**config.mk**
```make
export PLATFORM = sky130hd
export DESIGN_NAME = dsp_frame_sequencer_flat
export DESIGN_NICKNAME = d
export VERILOG_FILES = /design/src/rtl/dsp_frame_sequencer_pkg.sv /design/src/rtl/dsp_frame_sequencer_if.sv /design/src/rtl/dsp_frame_sequencer.sv /design/src/flat_wrapper.sv
export SDC_FILE = /design/constraint.sdc
export NUM_CORES = 1
export LEC_CHECK = 0
export ABC_AREA = 1
export CORE_ASPECT_RATIO = 0.75
export CORE_MARGIN = 3
export CORE_UTILIZATION = 44
export DETAILED_ROUTE_END_ITERATION = 8
export PLACE_DENSITY = 0.93
export SLEW_MARGIN = 20
export SYNTH_ARGS = -nofsm -noshare
export SYNTH_HDL_FRONTEND = slang
export SYNTH_SLANG_ARGS = --single-unit
```
**constraint.sdc**
```tcl
create_clock -name clk -period 5.35 [get_ports clk]
set_input_delay 1.07 -clock clk [delete_from_list [all_inputs] [get_ports clk]]
set_output_delay 1.07 -clock clk [all_outputs]
set_load 0.03 [all_outputs]
```
**src/rtl/dsp_frame_sequencer_pkg.sv**
```systemverilog
// Shared types and constants for the dsp frame sequencer.
// Default widths, counter width and the dsp read latency live here.
package dsp_frame_sequencer_pkg;

    localparam int BUS_WIDTH_DEF = 24;
    localparam int SLOTS_DEF     = 2;
    localparam int PARAM_W_DEF   = 8;
    localparam int CNT_W         = $clog2(SLOTS_DEF + 1);

    // Cycles from a dsp_param change to a valid dsp_dout; ADDR plus WAITD cover them.
    localparam int DSP_READ_LAT  = 2;

    typedef enum logic [2:0] {
        IDLE,
        LOAD,
        SETTLE,
        ADDR,
        WAITD,
        OUT
    } state_t;

endpackage

```
**src/rtl/dsp_frame_sequencer_if.sv**
```systemverilog
// Frame control, upstream/downstream valid-ready and dsp-side signals of the sequencer.
// "master" is the sequencer's view; "slave" is the view of the surrounding logic.
interface dsp_frame_sequencer_if
    import dsp_frame_sequencer_pkg::*;
#(
    parameter int BUS_WIDTH = BUS_WIDTH_DEF,
    parameter int PARAM_W   = PARAM_W_DEF
);

    logic                 start;
    logic                 busy;
    logic                 done;

    logic                 s_valid;
    logic                 s_ready;
    logic [BUS_WIDTH-1:0] s_data;

    logic [BUS_WIDTH-1:0] dsp_din;
    logic                 dsp_we;
    logic [PARAM_W-1:0]   dsp_param;
    logic [BUS_WIDTH-1:0] dsp_dout;

    logic                 m_valid;
    logic                 m_ready;
    logic [BUS_WIDTH-1:0] m_data;

    modport master (
        input  start, s_valid, s_data, dsp_dout, m_ready,
        output busy, done, s_ready, dsp_din, dsp_we, dsp_param, m_valid, m_data
    );

    modport slave (
        output start, s_valid, s_data, dsp_dout, m_ready,
        input  busy, done, s_ready, dsp_din, dsp_we, dsp_param, m_valid, m_data
    );

endinterface

```
**src/rtl/dsp_frame_sequencer.sv**
```systemverilog
// Loads SLOTS words into the dsp shift register, then reads them back oldest first.
// The output register is a one-entry holding stage, held until the sink accepts.
module dsp_frame_sequencer
    import dsp_frame_sequencer_pkg::*;
#(
    parameter int BUS_WIDTH = BUS_WIDTH_DEF,
    parameter int SLOTS     = SLOTS_DEF,
    parameter int PARAM_W   = PARAM_W_DEF
) (
    input logic                   clk,
    input logic                   rst,
    dsp_frame_sequencer_if.master bus
);

    if (CNT_W != $clog2(SLOTS + 1)) begin : g_bad_cnt_w
        $error("CNT_W does not match SLOTS");
    end
    if (DSP_READ_LAT != 2) begin : g_bad_read_lat
        $error("ADDR/WAITD sequencing assumes a 2-cycle dsp read latency");
    end
    if (SLOTS < 1 || (SLOTS - 1) >= (1 << PARAM_W)) begin : g_bad_param_w
        $error("SLOTS-1 must fit in PARAM_W bits");
    end

    state_t               state;
    state_t               state_nx;
    logic [CNT_W-1:0]     wcnt;
    logic [CNT_W-1:0]     ridx;
    logic [BUS_WIDTH-1:0] din_q;
    logic                 we_q;
    logic [PARAM_W-1:0]   param_q;
    logic                 m_valid_q;
    logic [BUS_WIDTH-1:0] m_data_q;
    logic                 done_q;

    logic s_hs;
    logic last_wr;
    logic start_ok;
    logic accept;

    // A start in the done cycle is dropped even though the state is already IDLE.
    assign start_ok = (state == IDLE) && bus.start && !done_q;
    assign s_hs     = (state == LOAD) && bus.s_valid;
    assign last_wr  = s_hs && (wcnt == CNT_W'(SLOTS - 1));
    assign accept   = (state == OUT) && bus.m_ready;

    // NOTE: sequential state uses non-blocking assignments so every register samples pre-edge values.
    always_ff @(posedge clk or posedge rst) begin
        if (rst) begin
            state <= IDLE;
        end else begin
            state <= state_nx;
        end
    end

    always_comb begin
        // NOTE: default assigned first so no path through the case leaves state_nx unassigned (no latch).
        state_nx = state;
        case (state)
            IDLE:    if (start_ok) state_nx = LOAD;
            LOAD:    if (last_wr)  state_nx = SETTLE;
            SETTLE:  state_nx = ADDR;
            ADDR:    state_nx = WAITD;
            WAITD:   state_nx = OUT;
            OUT:     if (accept) state_nx = (ridx == '0) ? IDLE : ADDR;
            default: state_nx = IDLE;
        endcase
    end

    always_ff @(posedge clk or posedge rst) begin
        if (rst) begin
            wcnt      <= '0;
            ridx      <= '0;
            din_q     <= '0;
            we_q      <= 1'b0;
            param_q   <= '0;
            m_valid_q <= 1'b0;
            m_data_q  <= '0;
            done_q    <= 1'b0;
        end else begin
            we_q   <= 1'b0;
            done_q <= 1'b0;
            case (state)
                IDLE: begin
                    if (start_ok) wcnt <= '0;
                end
                LOAD: begin
                    if (s_hs) begin
                        din_q <= bus.s_data;
                        we_q  <= 1'b1;
                        wcnt  <= wcnt + 1'b1;
                    end
                end
                SETTLE: begin
                    // Oldest word sits in the highest slot, so reading starts there.
                    ridx    <= CNT_W'(SLOTS - 1);
                    param_q <= PARAM_W'(SLOTS - 1);
                end
                WAITD: begin
                    m_data_q  <= bus.dsp_dout;
                    m_valid_q <= 1'b1;
                end
                OUT: begin
                    if (bus.m_ready) begin
                        m_valid_q <= 1'b0;
                        if (ridx != '0) begin
                            ridx    <= ridx - 1'b1;
                            param_q <= PARAM_W'(ridx - 1'b1);
                        end else begin
                            done_q <= 1'b1;
                        end
                    end
                end
                default: ;
            endcase
        end
    end

    assign bus.busy      = (state != IDLE);
    assign bus.s_ready   = (state == LOAD);
    assign bus.done      = done_q;
    assign bus.dsp_din   = din_q;
    assign bus.dsp_we    = we_q;
    assign bus.dsp_param = param_q;
    assign bus.m_valid   = m_valid_q;
    assign bus.m_data    = m_data_q;

endmodule
```
**src/flat_wrapper.sv**
```systemverilog
// flat-port wrapper written by rule: the top's interface ports become plain ports
module dsp_frame_sequencer_flat import dsp_frame_sequencer_pkg::*;
#(
    parameter int BUS_WIDTH = BUS_WIDTH_DEF,
    parameter int SLOTS     = SLOTS_DEF,
    parameter int PARAM_W   = PARAM_W_DEF
)
  (clk, rst, bus_start, bus_s_valid, bus_s_data, bus_dsp_dout, bus_m_ready, bus_busy, bus_done, bus_s_ready, bus_dsp_din, bus_dsp_we, bus_dsp_param, bus_m_valid, bus_m_data);
  dsp_frame_sequencer_if #(.BUS_WIDTH(BUS_WIDTH), .PARAM_W(PARAM_W)) bus_i ();
  input logic clk;
  input logic rst;
  input wire logic [$bits(bus_i.start)-1:0] bus_start;
  input wire logic [$bits(bus_i.s_valid)-1:0] bus_s_valid;
  input wire logic [$bits(bus_i.s_data)-1:0] bus_s_data;
  input wire logic [$bits(bus_i.dsp_dout)-1:0] bus_dsp_dout;
  input wire logic [$bits(bus_i.m_ready)-1:0] bus_m_ready;
  output wire logic [$bits(bus_i.busy)-1:0] bus_busy;
  output wire logic [$bits(bus_i.done)-1:0] bus_done;
  output wire logic [$bits(bus_i.s_ready)-1:0] bus_s_ready;
  output wire logic [$bits(bus_i.dsp_din)-1:0] bus_dsp_din;
  output wire logic [$bits(bus_i.dsp_we)-1:0] bus_dsp_we;
  output wire logic [$bits(bus_i.dsp_param)-1:0] bus_dsp_param;
  output wire logic [$bits(bus_i.m_valid)-1:0] bus_m_valid;
  output wire logic [$bits(bus_i.m_data)-1:0] bus_m_data;
  assign bus_i.start = bus_start;
  assign bus_i.s_valid = bus_s_valid;
  assign bus_i.s_data = bus_s_data;
  assign bus_i.dsp_dout = bus_dsp_dout;
  assign bus_i.m_ready = bus_m_ready;
  assign bus_busy = bus_i.busy;
  assign bus_done = bus_i.done;
  assign bus_s_ready = bus_i.s_ready;
  assign bus_dsp_din = bus_i.dsp_din;
  assign bus_dsp_we = bus_i.dsp_we;
  assign bus_dsp_param = bus_i.dsp_param;
  assign bus_m_valid = bus_i.m_valid;
  assign bus_m_data = bus_i.m_data;
  dsp_frame_sequencer #(.BUS_WIDTH(BUS_WIDTH), .SLOTS(SLOTS), .PARAM_W(PARAM_W)) u_core (.clk(clk), .rst(rst), .bus(bus_i));
endmodule
```
# Word-level counts from Yosys, hierarchy flattened

Index checks and enable logic that the tools add are counted.

Memories: 0
Bits in writable memories: 0
Register bits after elaboration: 66
Memory bits (read-only): 0
Output and inout port bits: 61
Bits in latches: 0

Equality and inequality tests: 12
$lt $le $gt $ge: 0
$mul: 0
Bitwise logic cells: 0
$add $sub $neg: 3
Muxes and demuxes: 21
Reductions and logical operators: 18
Divide/modulo/power cells: 0
Shift-type cells: 0

Operator list:

| operator                                            | number |
|---|---|
| case mux 3 bit (6 select lines)                     | 1 |
| 2-to-1 mux 8 bit                                    | 2 |
| case mux 8 bit (2 select lines)                     | 1 |
| 2-to-1 mux 2 bit                                    | 5 |
| 2-to-1 mux 3 bit                                    | 3 |
| AND reduction 3 bit                                 | 3 |
| != test 2 x 1 -> 1 bit, second input constant       | 4 |
| case mux 2 bit (2 select lines)                     | 2 |
| nonzero test 2 bit                                  | 4 |
| equality test 3 x 2 -> 1 bit, second input constant | 2 |
| equality test 3 bit, second input constant          | 2 |
| 2-to-1 mux 1 bit                                    | 6 |
| logical AND 1 bit                                   | 5 |
| != test 2 bit, second input constant                | 2 |
| AND reduction 2 bit                                 | 2 |
| equality test 3 x 1 -> 1 bit, second input constant | 1 |
| zero test 3 bit                                     | 1 |
| nonzero test 3 bit                                  | 1 |
| subtractor 2 x 1 -> 3 bit, second input constant    | 1 |
| adder 2 x 1 -> 2 bit, second input constant         | 1 |
| equality test 2 x 1 -> 1 bit, second input constant | 1 |
| zero test 2 bit                                     | 1 |
| case mux 1 bit (2 select lines)                     | 1 |
| subtractor 2 x 1 -> 2 bit, second input constant    | 1 |
| zero test 1 bit                                     | 1 |

# Depth between registers and ports, before layout

Word-level depth: 5
Mapped depth: 8
Depth with buffers taken out: 7

# Worst setup path after synthesis

OpenSTA, ideal clock, no wires.

Path kind: register to output
Start: register u_core.state[0]
End: output port bus_busy
Data arrival time: 1109 ps
Buffers on the path: 2
Stages on the path, launching flop included: 5
Required time: 4280 ps
Slack: 3171 ps
Cells stage by stage: dfrtp_1 -> nor2_1 -> buf_2 -> buf_2 -> nand2_1

Longest elaborated chain between the ends: 1

Ends and longest elaborated chain:

| item                   | RTL line                   | source |
|---|---|---|
| from (decl)            | dsp_frame_sequencer.sv:25  | `state_t state;` |
| from (signal assigned) | dsp_frame_sequencer.sv:52  | `state <= state_nx;` |
| nonzero test 3 bit     | dsp_frame_sequencer.sv:119 | `assign bus.busy = (state != IDLE);` |
| to (decl)              | flat_wrapper.sv:17         | `output wire logic [$bits(bus_i.busy)-1:0] bus_busy;` |

No other way between the ends.

# Worst setup path after layout

Start: register u_core.state[2]
End: output port bus_busy

The elaborated chain is that of the path after synthesis.

==> results by group <==
Worst setup path
  • CP peak stage delay: roughly 0.99 ns
  • CP cell instances: inv_1, nand2_1, clkdlybuf4s50_1
  • FF-to-FF Start: u_core.state[0]$_DFFE_PP0P_
  • Crit path max-delay family: buffers and inverters
  • Arrival time at the worst endpoint: 2.48 ns
  • R2R depth: 4
  • Crit path buf inv count: 2
  • Max FO, Critical Path: 31
  • R2R Setup Slk: 2.85 ns
  • Worst path required time: 4.28 ns
  • Worst path slowest cell: dfrtp_1
  • CP Capture Type: output pin
  • Startpoint Class: flop
  • Reg2reg end: u_core.bus.m_data[14]$_DFFE_PP0P_
  • Crit Path Class: reg2out

Yosys
  • Area leader, netlist: dfrtp_1
  • Post-synth top flop: dfrtp_1
  • Post-Syn Nets: 348
  • Synth top area cells: dfrtp_1, nand2_1, nand3_1
  • Synth cell types: 20
  • Share of the synthesized area in the top cell type: 0.5897
  • Synth Area in XOR/XNOR: 0
  • Count leader, synth: nand2_1
  • Post-synthesis sequential area ratio: 0.5897
  • Number of synthesized flops with an enable pin: 0
  • Gate count of the mapped netlist: ~290
  • Synth Area in Simple Gates: 0.3133
  • Mean Syn Cell Area: 8.574 µm²
  • Top cells by count, synth: nand2_1, dfrtp_1, nand3_1, inv_1, nor2_1
  • Yosys warnings: 0
  • Mux share of post-synthesis cell area: 0
  • Synth Area in Adders: 0.01499
  • Asr flop ratio synth: 1.000
  • Largest family of logic cells by synthesized area: simple AND/OR/NAND/NOR gates
  • Syn Std Cell Area: between 0.002 and 0.003 mm²
  • Synth Area in Compound Gates: 0.01049
  • Synth Register Bits: 59

Floorplanning
  • Die height: 71.33 µm
  • I/O pins: 114
  • Die width: 93.10 µm
  • Rows: 23
  • Die ar.: 0.006640 mm²
  • Core area: 0.005410 mm²
  • Initial core utilization: 0.4628

STA
  • Slew Limit Fails: 0
  • Max Clock Skew: 0.003953 ns
  • Setup Total Neg Slack: 0 ns
  • Period utilization: 0.6638
  • Max Clock Freq: around 280 MHz
  • # setup viols final: 0
  • Final min period: roughly 3.6 ns
  • Rel. slew slack: 0.3226
  • Tightest Pin Transition: 1.015 ns
  • Final hold vios: 0
  • RSZ-0062 raised after global routing: false

Detailed routing
  • Met1 WL: 2637 µm
  • DR WL met2: 3398 µm
  • DR pass1 iterations: 4
  • Detailed Route WL: 6569 µm
  • DR vias/cell: 4.846
  • Initial DRC count: 140
  • Detailed-route DRC error count: 0
  • DR vias: 2321
  • WL/cell: about 14 µm
  • Antenna Violating Nets Remaining: 0
  • Uppermost layer routed: met4
  • Met3 Wirelength: 474 µm

Clock tree
  • Clk pin slew, worst setup/hold paths: 0.07 ns
  • Clock sinks: 59
  • Hold buffer count at cts: 0
  • Cts repair resizes: 0
  • Postcts setup bufs: 0
  • H-tree depth reported by CTS: 3
  • Root Driver: clkbuf_8
  • Clock latency on the worst-skew pair: between 0.3 and 0.4 ns
  • CTS max path bufs: 2
  • CTS tree: built
  • CTS buffer count: 9

Worst hold path
  • Hold path depth: 2
  • Hold crit path type: reg2reg
  • Worst hold start: u_core.bus.m_data[9]$_DFFE_PP0P_
  • WHS Endpoint: u_core.bus.m_data[9]$_DFFE_PP0P_

Layout
  • Design area: 0.003851 mm²
  • Ant. Diodes: 0
  • Layout cells sized above 1: 0.05693
  • Final #Nets: 456
  • Area grow syn2layout: 53.82%

Placed design
  • Placer congestion estimate: 0.7952
  • Placement Cell Area: 0.003626 mm²
  • I/O Buffers: 113
  • Post-DP HPWL: 4699 µm

Power and ir drop
  • Worst vdd ir: roughly 0.38 mV
  • LEAKAGE: 1.923 nW
  • Power Density: 666.7 mW/mm²

Global route
  • Number of global-route vias before repair: 2214
  • Total GRT Usage: 0.2048
  • GR Overflow Total: 0
  • Global-route wire length before repair: 10510 µm
  • Largest net degree at the start of global routing: 60
  • Initial antenna violation count: 0

Run
  • Max_cap viols: 0

Outcome
  • Outcome: completed
## sequential cells by signal (all words and copies together), names as in the netlist
name / flops
u_core.wcnt: 2
u_core.bus.dsp_param: 3
u_core.bus.m_valid: 1
u_core.bus.dsp_din: 24
u_core.bus.dsp_we: 1
u_core.bus.done: 1
u_core.bus.m_data: 24
u_core.state: 3
## report_power, final
part | internal (mW) | switching (mW) | total, mW
clock network | 0.285 | 0.169 | 0.454
logic | 0.513 | 0.802 | 1.31
registers | 0.651 | 0.148 | 0.799
total | 1.45 | 1.12 | 2.57
## cell usage in the layout (no fill, tap or decap), drive strengths merged
cell	instances
nand2	143
clkdlybuf4s50	113
dfrtp	59
nand3	33
inv	17
clkbuf	11
nor2	11
nand4	3
ha	3
o21ai	3
bufinv	2
clkinv	2
a21oi	1
nor3	1
o22ai	1
buf	1
## area by class of cell
type | instances | area [µm²]
fillers | 419 | 1559
flip-flops and latches | 59 | 1476
repair buffers | 114 | 1139
multi-input cells | 199 | 850.8
clock buffers | 11 | 151.4
well taps | 75 | 93.84
clock inverters | 4 | 73.82
inverters | 17 | 66.31
## worst min-delay path, cell delays in order, from the launching register on
cell and delay (ns):
dfrtp_1 0.34, nand2_1 0.05, nand2_1 0.04
## worst max-delay path by stage
stage          cells after the start                         from                   endpoint
6_report                           3  u_core.state[2]$_DFFE_PP0P_                   bus_busy
5_1_grt                            3  u_core.state[2]$_DFFE_PP0P_                   bus_busy
4_1_cts                            3  u_core.state[2]$_DFFE_PP0P_                   bus_busy
3_5_place_dp                       3  u_core.state[2]$_DFFE_PP0P_                   bus_busy
3_3_place_gp                       3  u_core.state[2]$_DFFE_PP0P_                   bus_busy
2_1_floorplan                      1                          rst  u_core.bus.done$_DFF_PP0_
## metal layers
metal	vias up	track usage
li1	1117	-
met1	1107	0.2503
met2	89	0.3488
met3	8	0.06925
met4	0	0.05854
met5	-	0
## per-stage QoR
stage                       util  total power [mW]  setup slack (ns)  hold slack, ns  cells
after CTS                 0.7118             2.591             1.792          0.4756    479
after detailed placement  0.6702             2.125             2.177          0.4590    464
after global placement    0.6702             2.081             2.214          0.4531    464
final                     0.7118             2.567             1.798          0.4706    479
after global routing      0.7118             2.725             1.660          0.4922    479
after floorplan                -             1.593             2.824          0.4783    292
## kinds of logic after synthesis
kind of cell / after synthesis
and+or+nand+nor: 191
DFF: 59
AOI/OAI and AO/OA: 5
buffers and inverters: 34
adders and majority gates: 3
Power figures use the tool's default switching activity.
